--- src/rtl/pc_branch_ctrl_pkg.sv ---
// Shared definitions for the PC / flag / branch control unit:
// condition-code values, flag bit positions and the run/halt state type.
package pc_branch_ctrl_pkg;

  // Branch condition codes carried in the B/BR instruction
  localparam logic [2:0] COND_NE     = 3'b000;
  localparam logic [2:0] COND_EQ     = 3'b001;
  localparam logic [2:0] COND_GT     = 3'b010;
  localparam logic [2:0] COND_LT     = 3'b011;
  localparam logic [2:0] COND_GE     = 3'b100;
  localparam logic [2:0] COND_LE     = 3'b101;
  localparam logic [2:0] COND_OV     = 3'b110;
  localparam logic [2:0] COND_ALWAYS = 3'b111;

  // Bit positions inside the 3-bit flag vector
  localparam int FLAG_N = 0;
  localparam int FLAG_V = 1;
  localparam int FLAG_Z = 2;
  localparam int FLAG_W = 3;

  // Core execution state; HALT is only left through reset
  typedef enum logic {
    ST_RUN  = 1'b0,
    ST_HALT = 1'b1
  } state_e;

endpackage

--- src/rtl/pc_branch_ctrl_branch_cond_eval.sv ---
// branch_cond_eval: purely combinational evaluation of a 3-bit branch
// condition against the N/V/Z flags. Kept stand-alone so a pipelined core
// can reuse it without the PC logic.
module branch_cond_eval
  import pc_branch_ctrl_pkg::*;
(
  input  logic [2:0] cond,
  input  logic [2:0] flags,
  output logic       cond_true
);

  logic flag_n;
  logic flag_v;
  logic flag_z;

  assign flag_n = flags[FLAG_N];
  assign flag_v = flags[FLAG_V];
  assign flag_z = flags[FLAG_Z];

  // Decode the condition code into a single taken/not-taken decision
  always_comb begin
    cond_true = 1'b0;
    unique case (cond)
      COND_NE:     cond_true = !flag_z;
      COND_EQ:     cond_true = flag_z;
      COND_GT:     cond_true = !flag_z && !flag_n;
      COND_LT:     cond_true = flag_n;
      COND_GE:     cond_true = flag_z || (!flag_z && !flag_n);
      COND_LE:     cond_true = flag_n || flag_z;
      COND_OV:     cond_true = flag_v;
      COND_ALWAYS: cond_true = 1'b1;
      default:     cond_true = 1'b0;
    endcase
  end

endmodule

--- src/rtl/pc_branch_ctrl.sv ---
// pc_branch_ctrl: program counter, N/V/Z flag register and HALT state for
// the 16-bit single-cycle core. Branches resolve combinationally against the
// registered flags; the chosen next PC is registered on the following edge.
// Optional feature macro: BRANCH_STATS_EN adds a saturating taken-branch
// counter on output br_taken_cnt.
module pc_branch_ctrl
  import pc_branch_ctrl_pkg::*;
#(
  parameter int              PC_W     = 16,
  parameter logic [PC_W-1:0] RESET_PC = '0
) (
  input  logic            clk,
  input  logic            rst_n,
  input  logic [2:0]      alu_flag,
  input  logic [2:0]      flag_upd,
  input  logic            stall,
  input  logic            is_b,
  input  logic            is_br,
  input  logic            is_hlt,
  input  logic [2:0]      cond,
  input  logic [8:0]      imm9,
  input  logic [PC_W-1:0] rs_val,
  output logic [PC_W-1:0] pc,
  output logic [PC_W-1:0] pc_plus2,
  output logic [2:0]      flags,
  output logic            taken,
  output logic            halted
`ifdef BRANCH_STATS_EN
  ,
  output logic [15:0]     br_taken_cnt
`endif
);

  state_e            state_reg;
  state_e            state_next;
  logic [PC_W-1:0]   pc_reg;
  logic [PC_W-1:0]   pc_next;
  logic [2:0]        flags_reg;
  logic [2:0]        flags_next;
  logic              cond_true;
  logic              run_en;
  logic [PC_W-1:0]   b_offset;
  logic [PC_W-1:0]   br_target;

  // Work only happens in RUN on a non-stalled cycle
  assign run_en = (state_reg == ST_RUN) && !stall;

  // Word offset sign-extended and scaled to bytes; BR target forced even
  assign b_offset  = {{(PC_W-10){imm9[8]}}, imm9, 1'b0};
  assign br_target = rs_val & ~PC_W'(1);
  assign pc_plus2  = pc_reg + PC_W'(2);

  branch_cond_eval u_cond_eval (
    .cond      (cond),
    .flags     (flags_reg),
    .cond_true (cond_true)
  );

  // Per-bit flag write enables: only enabled bits take the ALU value
  for (genvar gi = 0; gi < FLAG_W; gi++) begin : g_flag
    assign flags_next[gi] = (run_en && flag_upd[gi]) ? alu_flag[gi] : flags_reg[gi];
  end

  // State register
  always_ff @(posedge clk or negedge rst_n) begin
    if (!rst_n) state_reg <= ST_RUN;
    else        state_reg <= state_next;
  end

  // Next-state logic: HLT is accepted only when not stalled; HALT absorbs
  always_comb begin
    state_next = state_reg;
    if (state_reg == ST_RUN && !stall && is_hlt) state_next = ST_HALT;
  end

  // Output logic: branch decision and next-PC selection (is_b wins over is_br)
  always_comb begin
    taken   = (is_b || is_br) && cond_true && (state_reg == ST_RUN);
    pc_next = pc_reg;
    if (run_en && !is_hlt) begin
      if (taken && is_b)       pc_next = pc_plus2 + b_offset;
      else if (taken && is_br) pc_next = br_target;
      else                     pc_next = pc_plus2;
    end
  end

  // PC and flag registers
  always_ff @(posedge clk or negedge rst_n) begin
    if (!rst_n) begin
      pc_reg    <= RESET_PC;
      flags_reg <= '0;
    end else begin
      pc_reg    <= pc_next;
      flags_reg <= flags_next;
    end
  end

  assign pc     = pc_reg;
  assign flags  = flags_reg;
  assign halted = (state_reg == ST_HALT);

`ifdef BRANCH_STATS_EN
  logic [15:0] br_cnt_reg;

  // Saturating count of taken branches on non-stalled cycles
  always_ff @(posedge clk or negedge rst_n) begin
    if (!rst_n)                                     br_cnt_reg <= '0;
    else if (taken && !stall && br_cnt_reg != '1)   br_cnt_reg <= br_cnt_reg + 16'd1;
  end

  assign br_taken_cnt = br_cnt_reg;
`endif

endmodule

--- config.mk ---
export PLATFORM = sky130hd
export DESIGN_NAME = pc_branch_ctrl
export DESIGN_NICKNAME = d
export VERILOG_FILES = /design/src/rtl/pc_branch_ctrl_pkg.sv /design/src/rtl/pc_branch_ctrl_branch_cond_eval.sv /design/src/rtl/pc_branch_ctrl.sv
export SDC_FILE = /design/constraint.sdc
export NUM_CORES = 1
export LEC_CHECK = 0
export ABC_CLOCK_PERIOD_IN_PS = 2500
export CAP_MARGIN = 10
export CORE_MARGIN = 3
export CORE_UTILIZATION = 41
export CTS_BUF_LIST = sky130_fd_sc_hd__clkbuf_4 sky130_fd_sc_hd__clkbuf_8 sky130_fd_sc_hd__clkbuf_16
export CTS_CLUSTER_SIZE = 10
export DETAILED_ROUTE_END_ITERATION = 8
export HOLD_SLACK_MARGIN = 0.15
export PLACE_DENSITY = 0.77
export SYNTH_ARGS = -nofsm -noshare
export SYNTH_HDL_FRONTEND = slang
export SYNTH_SLANG_ARGS = --single-unit
--- constraint.sdc ---
create_clock -name clk -period 2.5 [get_ports clk]
set_input_delay 0.5 -clock clk [delete_from_list [all_inputs] [get_ports clk]]
set_output_delay 0.5 -clock clk [all_outputs]
set_load 0.01 [all_outputs]
==> flow_summary.json, run 1 <==
{
  "status": "finished with violations",
  "violations": "negative setup slack",
  "avgViaCountPerCell": 6.16,
  "setup_viol": 14,
  "vias": 2970,
  "vdd_drop_max_uv": 604,
  "skew_ns": 0.00442,
  "total_power_w": 0.00264,
  "netlist_area_mm2": 0.00214,
  "tns_ns": -2.47,
  "reg2reg_from": "pc[3]$_DFFE_PN0P_",
  "dp_cells": 454,
  "io_buffers": 73,
  "grt_overflow": 0,
  "power_density_mw_per_mm2": 647,
  "synth_edf_count": 0,
  "fmax_mhz": 352,
  "ant_nets": 0,
  "grt_antenna_before_repair": 0,
  "routed_wl_um": 9930,
  "route.detailed.drc": 0,
  "start_kind": "register",
  "drtPass1Iterations": 5,
  "slew_headroom_pct": 57.5,
  "rsz0062_at_grt": "yes",
  "clkTransAtPathRegs_ns": 0.08,
  "holdBufCountCts": 0,
  "avgRoutedWirePerCell_um": 20.6,
  "largest_reg_flops": 15,
  "place.detailed.hpwl_um": 6280,
  "first_global_vias": 2862,
  "initial_core_util_pct": 43.8,
  "final_cell_area_mm2": 0.00409,
  "grt_pass1_wl_um": 14100,
  "worst_ep_arrival_time_ns": 3.00,
  "pin_count": 77,
  "layout_common_cells": "95 x buf_4, 61 x clkdlybuf4s50_1, 19 x nand2_1, 18 x dfrtp_1, 17 x nor2_1",
  "clock_sinks": 19,
  "drive_gt1_share_pct": 40.0,
  "synth_flop_cell": "dfrtp_1",
  "min_period_ns": 2.84,
  "grt_max_degree": 20,
  "routabilityCongestion": 0.870,
  "synth_cell_type_count": 61,
  "layout_commonest_cell": "buf_4",
  "setup.worst_path.start": "pc[3]$_DFFE_PN0P_",
  "diodes": 0,
  "die_area_mm2": 0.00611,
  "clock_path_buffers": 2,
  "leakage_nw": 1.94,
  "clock_latency_ns": 0.27,
  "row_count": 25,
  "path_max_fanout": 3,
  "avgSynthCellArea_um2": 8.75,
  "core-area_mm2": 0.00488,
  "endpoint_kind": "register",
  "synth_cells": 244,
  "cts-root-buf": "clkbuf_8",
  "numCtsBuffers": 3,
  "hold_violations": 0,
  "setup_slack_ns": -0.341,
  "syn2layout_area_growth_pct": 91.4,
  "ys_seq_area_share_pct": 22.3,
  "finalCritPeriodShare_pct": 114,
  "final_cells": 482,
  "die_w_um": 78.2,
  "yosysWarningCount": 0,
  "grt_usage_pct": 28.8,
  "async_reset_ff_share_pct": 100,
  "worstMarginPinSlew_ns": 0.635,
  "drt_iter0_drc": 295,
  "slew_viol_final": 0,
  "nets": 475,
  "cts_tree": "built",
  "synth-seq-cells": 19,
  "reg2reg_slack_ns": -0.34,
  "worst-setup-path-type": "reg2reg",
  "place_area_mm2": 0.00361,
  "cap_violations": 0,
  "die_h_um": 78.2,
  "cts-htree-levels": 1,
  "cp_data_required_time_ns": 2.66,
  "hold_path.class": "in2async"
}
[stage by stage]
step / hold WS (ns) / setup WS [ns] / util [%]
finish: 0.560 / -0.341 / 83.8
global route: 0.585 / -0.392 / 83.8
CTS: 0.532 / -0.153 / 79.5
detailed placement: 0.516 / -0.419 / 74.1
global placement: 0.522 / -0.348 / 74.1
floorplan: 0.204 / -0.0535 / -
[power by group]
group | internal, W | switching (W) | total, W
Sequential | 0.000366 | 0.0000821 | 0.000448
Clock | 0.000112 | 0.000125 | 0.000236
Combinational | 0.00106 | 0.000900 | 0.00196
Total | 0.00154 | 0.00111 | 0.00264
[layout make-up]
| cell class | instances | area [µm²] |
|---|---|---|
| multi-input combinational | 210 | 1920 |
| timing repair buffer | 174 | 1530 |
| fill | 274 | 791 |
| sequential | 19 | 477 |
| tap | 67 | 83.8 |
| clock buffer | 3 | 41.3 |
| inverter | 8 | 30.0 |
| clock inverter | 1 | 5.00 |
[layer usage]
metal	global-route usage, %	vias to the layer above	routed length (µm)
met5	0	-	0
met4	12.2	0	518
met3	5.28	59	738
met2	51.6	197	4970
met1	33.6	1453	3700
li1	-	1261	-
[cell families (layout without fill, tap and decap cells)]
logic type / count (synthesis) / after routing / share of synthesized area, %
XOR/XNOR: 25 / 25 / 10.9
flip-flops: 19 / 19 / 22.3
buffers and inverters: 16 / 186 / 4.39
other: 1 / 2 / 0.176
adder cells (fa/ha/maj): 19 / 19 / 11.5
AND/OR/NAND/NOR: 79 / 79 / 20.2
multiplexers: 16 / 16 / 7.79
AO/OA/AOI/OAI: 69 / 69 / 22.8
[synthesized netlist by cell type, drive strengths merged (2+ instances only)]
cell	instances	area, µm²
a21oi	18	93.8
dfrtp	19	475
nand3	9	50.1
mux2	5	56.3
nor3	3	15.0
buf	7	60.1
and3	5	37.5
o21ai	11	55.1
a211oi	2	15.0
xor2	7	61.3
a2111oi	2	17.5
nor2b	2	12.5
a21o	6	45.0
o211ai	5	37.5
xnor2	17	149
nand4	8	50.1
o21a	5	37.5
a31oi	4	40.0
mux2i	11	110
nor4	3	31.3
nand2b	2	12.5
nand2	20	75.1
ha	18	225
nor2	18	67.6
a221o	5	50.1
inv	8	30.0
[final timing paths]
path / end / depth (start not counted)
worst min-delay path: halted$_DFFE_PN0P_ / 2
worst max-delay path: pc[12]$_DFFE_PN0P_ / 11
worst max register to register: pc[12]$_DFFE_PN0P_ / 11
worst min register to register: flags[1]$_DFFE_PN0P_ / 1
max in group asynchronous: pc[1]$_DFFE_PN0P_ / 2
min in group clk: flags[1]$_DFFE_PN0P_ / 1
[timing repair]
item | CTS | global route
setup buffers | 13 | 12
gates resized for setup | 36 | 28
gates cloned | 0 | 0
setup endpoints to repair | 22 | 20
pin swaps | 29 | 31
[worst max-delay path, cell delays in order (launching register included)]
cell     delay (ns)
dfrtp_1        0.42
and4_4         0.27
buf_6          0.10
nand4_1        0.19
xnor2_2        0.34
buf_4          0.20
ha_4           0.20
a21o_1         0.21
a31o_4         0.26
a21oi_4        0.16
xnor2_2        0.09
a221o_1        0.29
Note: power is estimated with default switching activity, not from simulation.
==> run 2, diff against run 1 <==
MAX_ROUTING_LAYER = met4   (was default)
==> run 2 against run 1 <==
  * The run still ends with negative setup slack left
  * Setup slack improved by 0.015 ns
  * Sequential power about the same
  * Critical endpoint unchanged
  * Via count rose by 0.17%
  * Critical path type unchanged
==> flow_summary.json, run 2 (same netlist as run 1, synthesis figures left out) <==
{
  "rsz0062_at_grt": "yes",
  "hold_path.class": "in2async",
  "slew_viol_final": 0,
  "holdBufCountCts": 0,
  "fill_cells": 260,
  "worst_ep_arrival_time_ns": 2.98,
  "start_kind": "register",
  "cts_tree": "built",
  "layout_common_cells": "94 x buf_4, 60 x clkdlybuf4s50_1, 18 x nand2_1, 18 x dfrtp_1, 17 x nor2_1",
  "setup_viol": 15,
  "pwr-share-comb_pct": 74.4,
  "fmax_mhz": 354,
  "routabilityCongestion": 0.884,
  "layout_commonest_cell": "buf_4",
  "top_usage_layer": "met2",
  "swShare_pct": 42.3,
  "clock_sinks": 19,
  "drive_gt1_share_pct": 41.2,
  "seq_area_um2": 477,
  "grt_antenna_before_repair": 0,
  "grt_pass1_wl_um": 14000,
  "grt_max_degree": 20,
  "violations": "negative setup slack",
  "route.detailed.drc": 0,
  "clock_path_buffers": 2,
  "io_buffers": 73,
  "worst-setup-path-type": "reg2reg",
  "die_h_um": 78.2,
  "grtUsageMet2_pct": 51.7,
  "grt_usage_pct": 29.6,
  "p_switching_w": 0.00114,
  "met1_usage_pct": 33.4,
  "core-area_mm2": 0.00488,
  "initial_core_util_pct": 43.8,
  "drtPass1Iterations": 7,
  "slowest_stage": "dfrtp_1",
  "nets": 473,
  "cp_data_required_time_ns": 2.65,
  "cp_cell_sequence": "and4_4, buf_6, nand4_1, xnor2_2, buf_4, ha_4, a21o_1, a31o_4, a21oi_4, xnor2_2, a221o_1",
  "power_density_mw_per_mm2": 651,
  "row_count": 25,
  "tns_ns": -2.27,
  "clkTransAtPathRegs_ns": 0.09,
  "critPathBufInv": 2,
  "setup_slack_ns": -0.326,
  "avgViaCountPerCell": 6.20,
  "reg2reg_slack_ns": -0.33,
  "slew_headroom_pct": 52.7,
  "cts-htree-levels": 1,
  "syn2layout_area_growth_pct": 93.1,
  "worstReg2RegEnd": "pc[12]$_DFFE_PN0P_",
  "clock_latency_ns": 0.27,
  "p_int_w": 0.00155,
  "cpPeakStageDelay_ns": 0.42,
  "total_power_w": 0.00268,
  "holdWs_ns": 0.561,
  "worstMarginPinSlew_ns": 0.707,
  "cap_violations": 0,
  "leakage_nw": 1.95,
  "met3_usage_pct": 5.05,
  "routed_wl_um": 10400,
  "pre_cts_slack_ns": -0.419,
  "ant_nets": 0,
  "die_w_um": 78.2,
  "skew_ns": 0.00409,
  "reg2reg_from": "pc[3]$_DFFE_PN0P_",
  "vias": 2975,
  "multiInputGateArea_mm2": 0.00197,
  "crit_family": "compound AO/OA/AOI/OAI gates",
  "largest_reg_flops": 15,
  "path_max_fanout": 3,
  "post-route-util_pct": 84.5,
  "endpoint_kind": "register",
  "vdd_drop_max_uv": 583,
  "min_period_ns": 2.83,
  "pin_count": 77,
  "numCtsBuffers": 3,
  "grt_overflow": 0,
  "status": "finished with violations",
  "hold_violations": 0,
  "seqPwrFrac_pct": 16.8,
  "timing.reg2reg.worst_path_depth": 11,
  "place.detailed.hpwl_um": 6280,
  "first_global_vias": 2874,
  "finalCritPeriodShare_pct": 113,
  "path_common_cell": "xnor2_2",
  "drt_iter0_drc": 299,
  "cts-root-buf": "clkbuf_8",
  "avgRoutedWirePerCell_um": 21.7,
  "die_area_mm2": 0.00611,
  "diodes": 0,
  "clock_power_share_pct": 8.8
}
[run 2: metal layers]
metal  vias up  wire length [µm]
met1      1422              3830
met4         0               660
met2       220              5110
li1       1253                 -
met5         -                 0
met3        80               816
[run 2: timing repair]
action	in CTS	in global routing
resized for setup	36	36
pin swaps	29	29
setup buffers	13	10
cloned	0	0
endpoints found under the setup margin	22	20
[run 2: layout make-up]
type	count	area share [%]
Timing Repair Buffer	172	36.8
Clock buffer	3	1.00
Sequential cell	19	11.6
Inverter	8	0.728
Multi-Input combinational cell	210	47.8
Tap cell	67	2.03
Clock inverter	1	0.121
[run 2: how the worst max path moves through the flow]
| stage | startpoint | end | slack, ns | depth (start not counted) |
|---|---|---|---|---|
| global route | pc[3]$_DFFE_PN0P_ | pc[10]$_DFFE_PN0P_ | -0.42 | 13 |
| detailed placement | imm9[0] | pc[13]$_DFFE_PN0P_ | -0.42 | 10 |
| CTS | pc[4]$_DFFE_PN0P_ | pc[15]$_DFFE_PN0P_ | -0.15 | 11 |
| floorplan | pc[3]$_DFFE_PN0P_ | pc[13]$_DFFE_PN0P_ | -0.05 | 10 |
| finish | pc[3]$_DFFE_PN0P_ | pc[12]$_DFFE_PN0P_ | -0.33 | 11 |
| global placement | imm9[0] | pc[13]$_DFFE_PN0P_ | -0.35 | 10 |
[run 2: power groups by stage]
stage	combinational [W]	clock, W	sequential, W
CTS	0.00171	0.000225	0.000433
global placement	0.00151	0	0.000437
global route	0.00210	0.000245	0.000455
finish	0.00200	0.000237	0.000451
detailed placement	0.00155	0	0.000442
floorplan	0.000733	0	0.000480
[run 2: through the flow]
step | area [µm²] | std cells
finish | 4130 | 480
global route | 4130 | 480
CTS | 3880 | 471
detailed placement | 3610 | 454
global placement | 3610 | 454
floorplan | 2270 | 245
